<file path="config.mk">
export PLATFORM = sky130hd
export DESIGN_NAME = lsu_rr_arbiter_flat
export DESIGN_NICKNAME = d
export VERILOG_FILES = /design/src/rtl/lsu_rr_arbiter_pkg.sv /design/src/rtl/lsu_rr_arbiter_if.sv /design/src/rtl/lsu_rr_arbiter_rr_select.sv /design/src/rtl/lsu_rr_arbiter.sv /design/src/flat_wrapper.sv
export SDC_FILE = /design/constraint.sdc
export NUM_CORES = 1
export LEC_CHECK = 0
export ABC_AREA = 1
export CAP_MARGIN = 20
export CORE_AREA = 2 2 511 513
export DETAILED_ROUTE_END_ITERATION = 16
export DIE_AREA = 0 0 513 515
export HOLD_SLACK_MARGIN = 0.02
export SYNTH_ARGS = -nofsm -noshare
export SYNTH_HDL_FRONTEND = slang
export SYNTH_SLANG_ARGS = --single-unit
</file>
<file path="constraint.sdc">
create_clock -name clk -period 13 [get_ports clk]
set_clock_uncertainty 0.05 [all_clocks]
set_input_delay 3.25 -clock clk [delete_from_list [all_inputs] [get_ports clk]]
set_output_delay 3.25 -clock clk [all_outputs]
set_load 0.005 [all_outputs]
</file>
<file path="src/rtl/lsu_rr_arbiter_pkg.sv">
// Shared definitions for the LSU memory-port arbiter: FSM state encodings and
// response-type constants.
package lsu_rr_arbiter_pkg;

  localparam logic [1:0] ST_IDLE      = 2'd0;
  localparam logic [1:0] ST_ISSUE     = 2'd1;
  localparam logic [1:0] ST_WAIT_RESP = 2'd2;

  // Direction of the captured transaction; also picks the response path.
  localparam logic RESP_READ  = 1'b0;
  localparam logic RESP_WRITE = 1'b1;

endpackage

</file>
<file path="src/rtl/lsu_rr_arbiter_if.sv">
// LSU-side and memory-side handshake bundle of the arbiter.
interface lsu_rr_arbiter_if #(
  parameter int NUM_REQUESTERS = 64,
  parameter int ADDR_WIDTH     = 8,
  parameter int DATA_WIDTH     = 8
);
  logic [NUM_REQUESTERS-1:0] req_valid;
  logic [NUM_REQUESTERS-1:0] req_write;
  logic [ADDR_WIDTH-1:0]     req_addr [NUM_REQUESTERS];
  logic [DATA_WIDTH-1:0]     req_data [NUM_REQUESTERS];
  logic [NUM_REQUESTERS-1:0] req_ready;

  logic                      mem_valid;
  logic                      mem_write;
  logic [ADDR_WIDTH-1:0]     mem_addr;
  logic [DATA_WIDTH-1:0]     mem_data;
  logic                      mem_ready;
  logic                      mem_rvalid;
  logic [DATA_WIDTH-1:0]     mem_rdata;

  logic [NUM_REQUESTERS-1:0] resp_valid;
  logic [DATA_WIDTH-1:0]     resp_data;

  // Arbiter side
  modport slave (
    input  req_valid, req_write, req_addr, req_data,
    input  mem_ready, mem_rvalid, mem_rdata,
    output req_ready, mem_valid, mem_write, mem_addr, mem_data,
    output resp_valid, resp_data
  );

  // LSU / memory model side
  modport master (
    output req_valid, req_write, req_addr, req_data,
    output mem_ready, mem_rvalid, mem_rdata,
    input  req_ready, mem_valid, mem_write, mem_addr, mem_data,
    input  resp_valid, resp_data
  );
endinterface

</file>
<file path="src/rtl/lsu_rr_arbiter_rr_select.sv">
// Rotating first-set search: scans from last_grant+1 (mod N) and returns the
// first requesting index. Forcing last_grant to N-1 yields lowest-index-wins.
module rr_select #(
  parameter int N = 64,
  localparam int W = (N > 1) ? $clog2(N) : 1
) (
  input  logic [N-1:0] req,
  input  logic [W-1:0] last_grant,
  output logic [W-1:0] winner,
  output logic         found
);

  always_comb begin : search
    int idx;
    idx    = 0;
    winner = '0;
    found  = 1'b0;
    // Walk offsets from farthest to nearest so the nearest hit is written last.
    for (int k = N; k >= 1; k--) begin
      idx = (int'(last_grant) + k) % N;
      if (req[W'(idx)]) begin
        winner = W'(idx);
        found  = 1'b1;
      end
    end
  end

endmodule

</file>
<file path="src/rtl/lsu_rr_arbiter.sv">
// Single-outstanding arbiter funnelling NUM_REQUESTERS LSU channels onto one
// memory port; round-robin or fixed-priority winner selection.
module lsu_rr_arbiter
  import lsu_rr_arbiter_pkg::*;
#(
  parameter int NUM_REQUESTERS = 64,
  parameter int ADDR_WIDTH     = 8,
  parameter int DATA_WIDTH     = 8,
  parameter int FIXED_PRIORITY = 0
) (
  input logic             clk,
  input logic             reset,
  lsu_rr_arbiter_if.slave bus
);

  localparam int IW = (NUM_REQUESTERS > 1) ? $clog2(NUM_REQUESTERS) : 1;

  logic [1:0]                state, state_nxt;
  logic [IW-1:0]             last_grant, sel_last, winner, cap_id;
  logic                      found, accept, issue;
  logic                      cap_write;
  logic [ADDR_WIDTH-1:0]     cap_addr;
  logic [DATA_WIDTH-1:0]     cap_data;
  logic [NUM_REQUESTERS-1:0] resp_valid_q;
  logic [DATA_WIDTH-1:0]     resp_data_q;
  logic [NUM_REQUESTERS-1:0] win_oh, id_oh;

  generate
    if (FIXED_PRIORITY != 0) begin : g_fixed
      assign sel_last = IW'(NUM_REQUESTERS - 1);
    end else begin : g_rr
      assign sel_last = last_grant;
    end
  endgenerate

  rr_select #(.N(NUM_REQUESTERS)) u_sel (
    .req        (bus.req_valid),
    .last_grant (sel_last),
    .winner     (winner),
    .found      (found)
  );

  assign accept = (state == ST_IDLE) && found;
  assign issue  = (state == ST_ISSUE);
  assign win_oh = NUM_REQUESTERS'(1) << winner;
  assign id_oh  = NUM_REQUESTERS'(1) << cap_id;

  always_comb begin
    state_nxt = state;
    case (state)
      ST_IDLE:      if (found) state_nxt = ST_ISSUE;
      ST_ISSUE:     if (bus.mem_ready)
                      state_nxt = (cap_write == RESP_WRITE) ? ST_IDLE : ST_WAIT_RESP;
      ST_WAIT_RESP: if (bus.mem_rvalid) state_nxt = ST_IDLE;
      default:      state_nxt = ST_IDLE;
    endcase
  end

  always_ff @(posedge clk or negedge reset) begin
    if (!reset) begin
      state        <= ST_IDLE;
      last_grant   <= IW'(NUM_REQUESTERS - 1);
      cap_id       <= '0;
      cap_write    <= 1'b0;
      cap_addr     <= '0;
      cap_data     <= '0;
      resp_valid_q <= '0;
      resp_data_q  <= '0;
    end else begin
      state        <= state_nxt;
      resp_valid_q <= '0;
      if (accept) begin
        last_grant <= winner;
        cap_id     <= winner;
        cap_write  <= bus.req_write[winner];
        cap_addr   <= bus.req_addr[winner];
        cap_data   <= bus.req_data[winner];
      end
      // Write ack issues as soon as memory takes the request.
      if (issue && bus.mem_ready && cap_write == RESP_WRITE) begin
        resp_valid_q <= id_oh;
        resp_data_q  <= '0;
      end
      if (state == ST_WAIT_RESP && bus.mem_rvalid) begin
        resp_valid_q <= id_oh;
        resp_data_q  <= bus.mem_rdata;
      end
    end
  end

  // Accept pulse is combinational so the LSU sees it in the capture cycle;
  // gating with reset keeps it quiet while reset is held.
  assign bus.req_ready  = (accept && reset) ? win_oh : '0;
  assign bus.mem_valid  = issue;
  assign bus.mem_write  = issue & cap_write;
  assign bus.mem_addr   = issue ? cap_addr : '0;
  assign bus.mem_data   = issue ? cap_data : '0;
  assign bus.resp_valid = resp_valid_q;
  assign bus.resp_data  = resp_data_q;

endmodule

</file>
<file path="src/flat_wrapper.sv">
// flat-port wrapper written by rule: the top's interface ports become plain ports
module lsu_rr_arbiter_flat import lsu_rr_arbiter_pkg::*;
#(
  parameter int NUM_REQUESTERS = 64,
  parameter int ADDR_WIDTH     = 8,
  parameter int DATA_WIDTH     = 8,
  parameter int FIXED_PRIORITY = 0
)
  (clk, reset, bus_req_valid, bus_req_write, bus_req_addr, bus_req_data, bus_mem_ready, bus_mem_rvalid, bus_mem_rdata, bus_req_ready, bus_mem_valid, bus_mem_write, bus_mem_addr, bus_mem_data, bus_resp_valid, bus_resp_data);
  lsu_rr_arbiter_if #(.NUM_REQUESTERS(NUM_REQUESTERS), .ADDR_WIDTH(ADDR_WIDTH), .DATA_WIDTH(DATA_WIDTH)) bus_i ();
  input logic clk;
  input logic reset;
  input wire logic [$bits(bus_i.req_valid)-1:0] bus_req_valid;
  input wire logic [$bits(bus_i.req_write)-1:0] bus_req_write;
  input wire logic [$bits(bus_i.req_addr)-1:0] bus_req_addr;
  input wire logic [$bits(bus_i.req_data)-1:0] bus_req_data;
  input wire logic [$bits(bus_i.mem_ready)-1:0] bus_mem_ready;
  input wire logic [$bits(bus_i.mem_rvalid)-1:0] bus_mem_rvalid;
  input wire logic [$bits(bus_i.mem_rdata)-1:0] bus_mem_rdata;
  output wire logic [$bits(bus_i.req_ready)-1:0] bus_req_ready;
  output wire logic [$bits(bus_i.mem_valid)-1:0] bus_mem_valid;
  output wire logic [$bits(bus_i.mem_write)-1:0] bus_mem_write;
  output wire logic [$bits(bus_i.mem_addr)-1:0] bus_mem_addr;
  output wire logic [$bits(bus_i.mem_data)-1:0] bus_mem_data;
  output wire logic [$bits(bus_i.resp_valid)-1:0] bus_resp_valid;
  output wire logic [$bits(bus_i.resp_data)-1:0] bus_resp_data;
  assign bus_i.req_valid = bus_req_valid;
  assign bus_i.req_write = bus_req_write;
  assign bus_i.req_addr = {>>{bus_req_addr}};
  assign bus_i.req_data = {>>{bus_req_data}};
  assign bus_i.mem_ready = bus_mem_ready;
  assign bus_i.mem_rvalid = bus_mem_rvalid;
  assign bus_i.mem_rdata = bus_mem_rdata;
  assign bus_req_ready = bus_i.req_ready;
  assign bus_mem_valid = bus_i.mem_valid;
  assign bus_mem_write = bus_i.mem_write;
  assign bus_mem_addr = bus_i.mem_addr;
  assign bus_mem_data = bus_i.mem_data;
  assign bus_resp_valid = bus_i.resp_valid;
  assign bus_resp_data = bus_i.resp_data;
  lsu_rr_arbiter #(.NUM_REQUESTERS(NUM_REQUESTERS), .ADDR_WIDTH(ADDR_WIDTH), .DATA_WIDTH(DATA_WIDTH), .FIXED_PRIORITY(FIXED_PRIORITY)) u_core (.clk(clk), .reset(reset), .bus(bus_i));
endmodule
</file>
## Word-level counts from Yosys, hierarchy flattened

Cells that the tools add are included.

- Add/sub/neg operators: 64
- Magnitude comparators: 66
- Eq/ne operators: 5
- Multiplexer cells: 340
- Shift-type cells: 2
- Bitwise operators: 2
- Reduce and logical (&&, ||, !) cells: 8

Operators with widths:

| kind | count |
|---|---|
| 6-bit by 8-bit less-than comparator with 1-bit output (second input constant) | 64 |
| 1-bit binary-select mux with 6-bit select | 65 |
| 6-bit two-way mux | 64 |
| 1-bit two-way mux | 193 |
| 6-bit adder (second input constant) | 32 |
| 64-bit two-way mux | 3 |
| 1-bit by 6-bit left shift with 64-bit output (first input constant) | 2 |
| 6-bit by 5-bit adder with 6-bit output (second input constant) | 16 |
| 8-bit binary-select mux with 6-bit select | 2 |
| 8-bit two-way mux | 8 |
| 6-bit by 4-bit adder with 6-bit output (second input constant) | 8 |
| 6-bit by 3-bit adder with 6-bit output (second input constant) | 4 |
| 6-bit by 1-bit adder with 6-bit output (second input constant) | 2 |
| 6-bit by 2-bit adder with 6-bit output (second input constant) | 2 |
| 2-bit two-way mux | 4 |
| 7-bit greater-or-equal comparator (second input constant) | 1 |
| 6-bit by 7-bit less-than comparator with 1-bit output (second input constant) | 1 |
| 6-bit inverter with 7-bit output | 1 |
| 2-bit one-hot mux with 3 select lines | 1 |
| 1-bit logical AND | 5 |
| 2-bit != test (second input constant) | 2 |
| 3-bit AND reduction | 1 |
| 2-bit by 1-bit equality test with 1-bit output (second input constant) | 1 |
| 2-bit equality test (second input constant) | 1 |
| 4 further kinds | 4 |

- Output and inout bits: 154
- Word-level logic and storage cells: 495
- Flip-flop bits (word level): 103
- Input bits: 1164

## Logic depth before layout (Yosys ltp)

- Depth after elaboration: 72
- Mapped depth: 101
- Gate-level depth less buffers: 95

## Cells and area by module

A second synthesis with hierarchy kept.

- Cells, all modules: 5394
- Area total of the unflattened synthesis: 25973.7 sq um

Modules (own cells, without submodules):

| module | cells each | area each (sq um) | sequential area each (sq um) | times used |
|---|---|---|---|---|
| lsu_rr_arbiter | 3206 | 15900.2 | 2585.0 | 1 |
| rr_select | 2188 | 10073.4 | 0.0 | 1 |

## Least setup slack after synthesis

No wires, ideal clock.

- Path kind: in2out
- Start point: input port bus_req_valid[25]
- End point: output port bus_req_ready[10]
- Path buffers: 2
- Slack: 1.607 ns
- Arrival time: 8.093 ns
- Required time: 9.700 ns
- Stages: 76
- Path through: nand2_1 nand3_1 nand3_1 o21a_1 nand2_1 nand2_1 nand2_1 nand3_1 nand2_1 buf_2 o21ai_1 a21oi_1 o21ai_1 nand2_1 o21ai_1 a21oi_1 nor2_1 o21ai_1 [... 40 more ...] nand2_1 nand2_1 nand2_1 nand2_1 nand2_1 nand2_1 nand2_1 nand2_1 nand2_1 nand2_1 nand2_1 nand2_1 nand2_1 nand2_1 a21oi_2 nand3_1 clkbuf_1 nor2_1

- Longest elaborated chain between the ends: 70
- Elaborated cells on any way between the ends: 324
- Classes of those cells: 1 x shift; 321 x mux; 2 x reduce/logical

Ends and longest elaborated chain:

| element | RTL line | text |
|---|---|---|
| start, declared | flat_wrapper.sv:13 | `input wire logic [$bits(bus_i.req_valid)-1:0] bus_req_valid;` |
| 1-bit binary-select mux with 6-bit select | lsu_rr_arbiter_rr_select.sv:21 | `if (req[W'(idx)]) begin` |
| 1-bit two-way mux (not written as such) (2 in series) | lsu_rr_arbiter_rr_select.sv:21 |  |
| 1-bit two-way mux (64 in series) | lsu_rr_arbiter_rr_select.sv:21 |  |
| 1-bit logical AND | lsu_rr_arbiter.sv:43 | `assign accept = (state == ST_IDLE) && found;` |
| 1-bit logical AND | lsu_rr_arbiter.sv:93 | `assign bus.req_ready = (accept && reset) ? win_oh : '0;` |
| 64-bit two-way mux (*) | lsu_rr_arbiter.sv:93 |  |
| end, declared | flat_wrapper.sv:20 | `output wire logic [$bits(bus_i.req_ready)-1:0] bus_req_ready;` |

Every way passes the cells marked *; elsewhere a longest branch is shown, timed or not. The select of a mux whose other input is x is not followed.

## Worst setup path in the final report

- Start point: input port bus_req_valid[51]
- End point: output port bus_req_ready[13]

The elaborated chain is that of the path after synthesis.

==> results <==
==> routing by layer <==
metal / vias to the layer above / track usage, %
met5: - / 0
met4: 24 / 10.4
met3: 437 / 3.84
met2: 2277 / 33.1
met1: 20478 / 21.9
li1: 21271 / -
==> final cells by class <==
cell class | instances | area (um^2)
clock buffers | 9 | 225
well taps | 3402 | 4260
repair buffers | 2029 | 19100
inverters | 270 | 1050
diodes | 34 | 85.1
multi-input cells | 4870 | 23200
flip-flops and latches | 103 | 2590
clock inverters | 6 | 103
fillers | 30154 | 208000
==> sequential cells by signal, indices dropped and copies added (netlist names) <==
register               cells
u_core.bus.resp_data       8
u_core.cap_id              6
u_core.cap_write           1
u_core.bus.resp_valid     64
u_core.last_grant          6
u_core.state               2
u_core.cap_data            8
u_core.cap_addr            8
==> logic make-up (layout without fill, tap and decap cells) <==
family	Yosys count	count (layout)	synth area share, %
adders and majority gates	16	16	0.752
DFF	103	103	9.71
other	0	34	0
buffers and inverters	672	2314	11.9
xor gates and xnor gates	39	39	1.37
muxes	3	3	0.113
AOI/OAI and AO/OA	457	457	9.26
and+or+nand+nor	4355	4355	66.9
==> stage by stage <==
| step | setup WS (ps) | cell area, um^2 | hold WS, ps |
|---|---|---|---|
| 5_1_grt | -914 | 50600 | 462 |
| 3_5_place_dp | -2090 | 47200 | 418 |
| 4_1_cts | -438 | 49400 | 437 |
| 6_report | -470 | 50600 | 434 |
| 3_3_place_gp | -2110 | 47100 | 419 |
| 2_1_floorplan | 1610 | 26600 | 399 |
==> path summary, 6_finish.rpt <==
| kind | startpoint | end | slack [ps] | depth (start not counted) |
|---|---|---|---|---|
| min in group asynchronous | reset | u_core.bus.resp_valid[61]$_DFF_PN0_ | 2860 | 1 |
| setup / recovery | bus_req_valid[51] | bus_req_ready[13] | -470 | 80 |
| hold / removal | u_core.cap_addr[3]$_DFFE_PN0N_ | u_core.cap_addr[3]$_DFFE_PN0N_ | 430 | 2 |
| setup reg to reg | u_core.last_grant[2]$_DFFE_PN1N_ | u_core.cap_addr[6]$_DFFE_PN0N_ | 2040 | 87 |
| max in group asynchronous | reset | u_core.bus.resp_valid[45]$_DFF_PN0_ | 8840 | 2 |
| hold reg to reg | u_core.cap_addr[3]$_DFFE_PN0N_ | u_core.cap_addr[3]$_DFFE_PN0N_ | 430 | 2 |
==> layout by cell type (no fill, tap or decap), types with 116 or more instances in the layout <==
cell | Yosys | layout
clkdlybuf4s50_1 | 0 | 1188
nand3_2 | 2 | 167
buf_4 | 31 | 593
nor2_1 | 244 | 204
inv_1 | 241 | 237
nand2_2 | 9 | 179
nand2_1 | 3124 | 2922
nand3_1 | 830 | 637
o21ai_0 | 147 | 143
a21oi_1 | 194 | 186
nand4_1 | 116 | 116
==> timing repair <==
item | in CTS | in global routing
endpoints found under the hold margin | 0 | 0
cloned | 2 | 4
setup endpoints to repair | 81 | 81
pin swaps | 253 | 131
buffers inserted | 90 | 37
resized for setup | 959 | 225
==> worst min-delay path, cell delays in order, from the launching register on <==
cell and delay, ps:
dfrtp_1 350, nand2_1 60, nand2_1 50
==> impl_metrics.tcl <==
set metrics [dict create \
    final-hold-violation-count 0 \
    synth-edff-count 0 \
    dp_hpwl_um 224000 \
    area_growth_pct 90.1 \
    critPathMaxFanout 4 \
    cpMaxStageDelayCell "nor2_1" \
    synth_area_leaders "nand2_1 44%, nand3_1 16%, dfrtp_1 9.1%, buf_2 3.7%, a21oi_1 3.6%" \
    placed_cells 10565 \
    rsz0062_at_grt "true" \
    grt_overflow_total 0 \
    drive_gt1_share_pct 19.3 \
    yosysTopAreaCell "nand2_1" \
    maxCapViolCount 0 \
    numCtsBuffers 9 \
    synthesis.area_mm2 0.0266 \
    cts-root-buf "clkbuf_16" \
    syn_inst 5645 \
    die_x_um 513 \
    met1_length_um 99900 \
    drt_iter0_markers 4486 \
    clkTransAtPathRegs_ps 80 \
    antenna_found_initial 63 \
    synth-async-reset-ratio_pct 100 \
    finalCritPeriodShare_pct 104 \
    avgSynthCellArea_um2 4.72 \
    portBuffers 1317 \
    yosys-top-cells-count "3124 x nand2_1, 830 x nand3_1, 244 x nor2_1, 241 x inv_1, 199 x buf_2" \
    finalWorstSetupSlack_ps -470 \
    arrival_ps 10170 \
    setup_viol 64 \
    start_kind "input pin" \
    wl_um 267000 \
    synth-seq-area-share_pct 9.71 \
    grt_pass1_vias 42116 \
    htreeDepth 3 \
    synth_top_cell_area_share_pct 44.1 \
    grt_max_degree 147 \
    drt-wirelength-per-cell_um 24.9 \
    grt_pass1_wl_um 351000 \
    clk-insertion-delay-late_ps 370 \
    num_vias 44487 \
    end_kind "output pin" \
    fmax_mhz 74.2 \
    clockBufferDepth 2 \
    gp_congestion 1.04 \
    synth_nets 6825 \
    cp_common_cell "nand2_1" \
    cp_num_buf_inv 10 \
    wl_met3_um 21100 \
    fin_util_pct 19.6 \
    synthFlopType "dfrtp_1" \
    ant_nets 0 \
    start_util_pct 10.3 \
    yosysWarnings 0 \
    ys_ff_latch 103 \
    die-area_mm2 0.264 \
    core_mm2 0.259 \
    critPathRequiredTime_ps 9700 \
    fin_cells 10723 \
    worst_path_largest_cell_delay_ps 380 \
    synth.most_common_cell "nand2_1" \
    min_period_ps 13470 \
    violations "negative setup slack" \
    slew-limit-headroom_pct 30.9 \
    worstMarginPinSlew_ps 1040 \
    run_status "finished with violations" \
    holdCritPathClass "flip-flop to flip-flop" \
    cts_hold_buf 0 \
    drc 0 \
    maxSlewViolCount 0 \
    top_layer "met5" \
    tritoncts "built" \
    critPathTopFamily "simple AND/OR/NAND/NOR gates" \
    viasPerCell 4.15 \
    clock_sinks 103 \
    rows 187 \
    die_h_um 515 \
    wl_met2_um 128000 \
    yosysUniqueCellTypes 50 \
    grtUsageTotal_pct 19.1 \
    critPathKind "input pin to output pin" \
    drtPass1Iterations 6 \
    setup_tns_ps -22500 \
    ios 1318 \
    nets 8463 \
]
Power of run 1 is not shown: default switching activity piles up to over one toggle a cycle in this logic, so the estimate is an artifact.
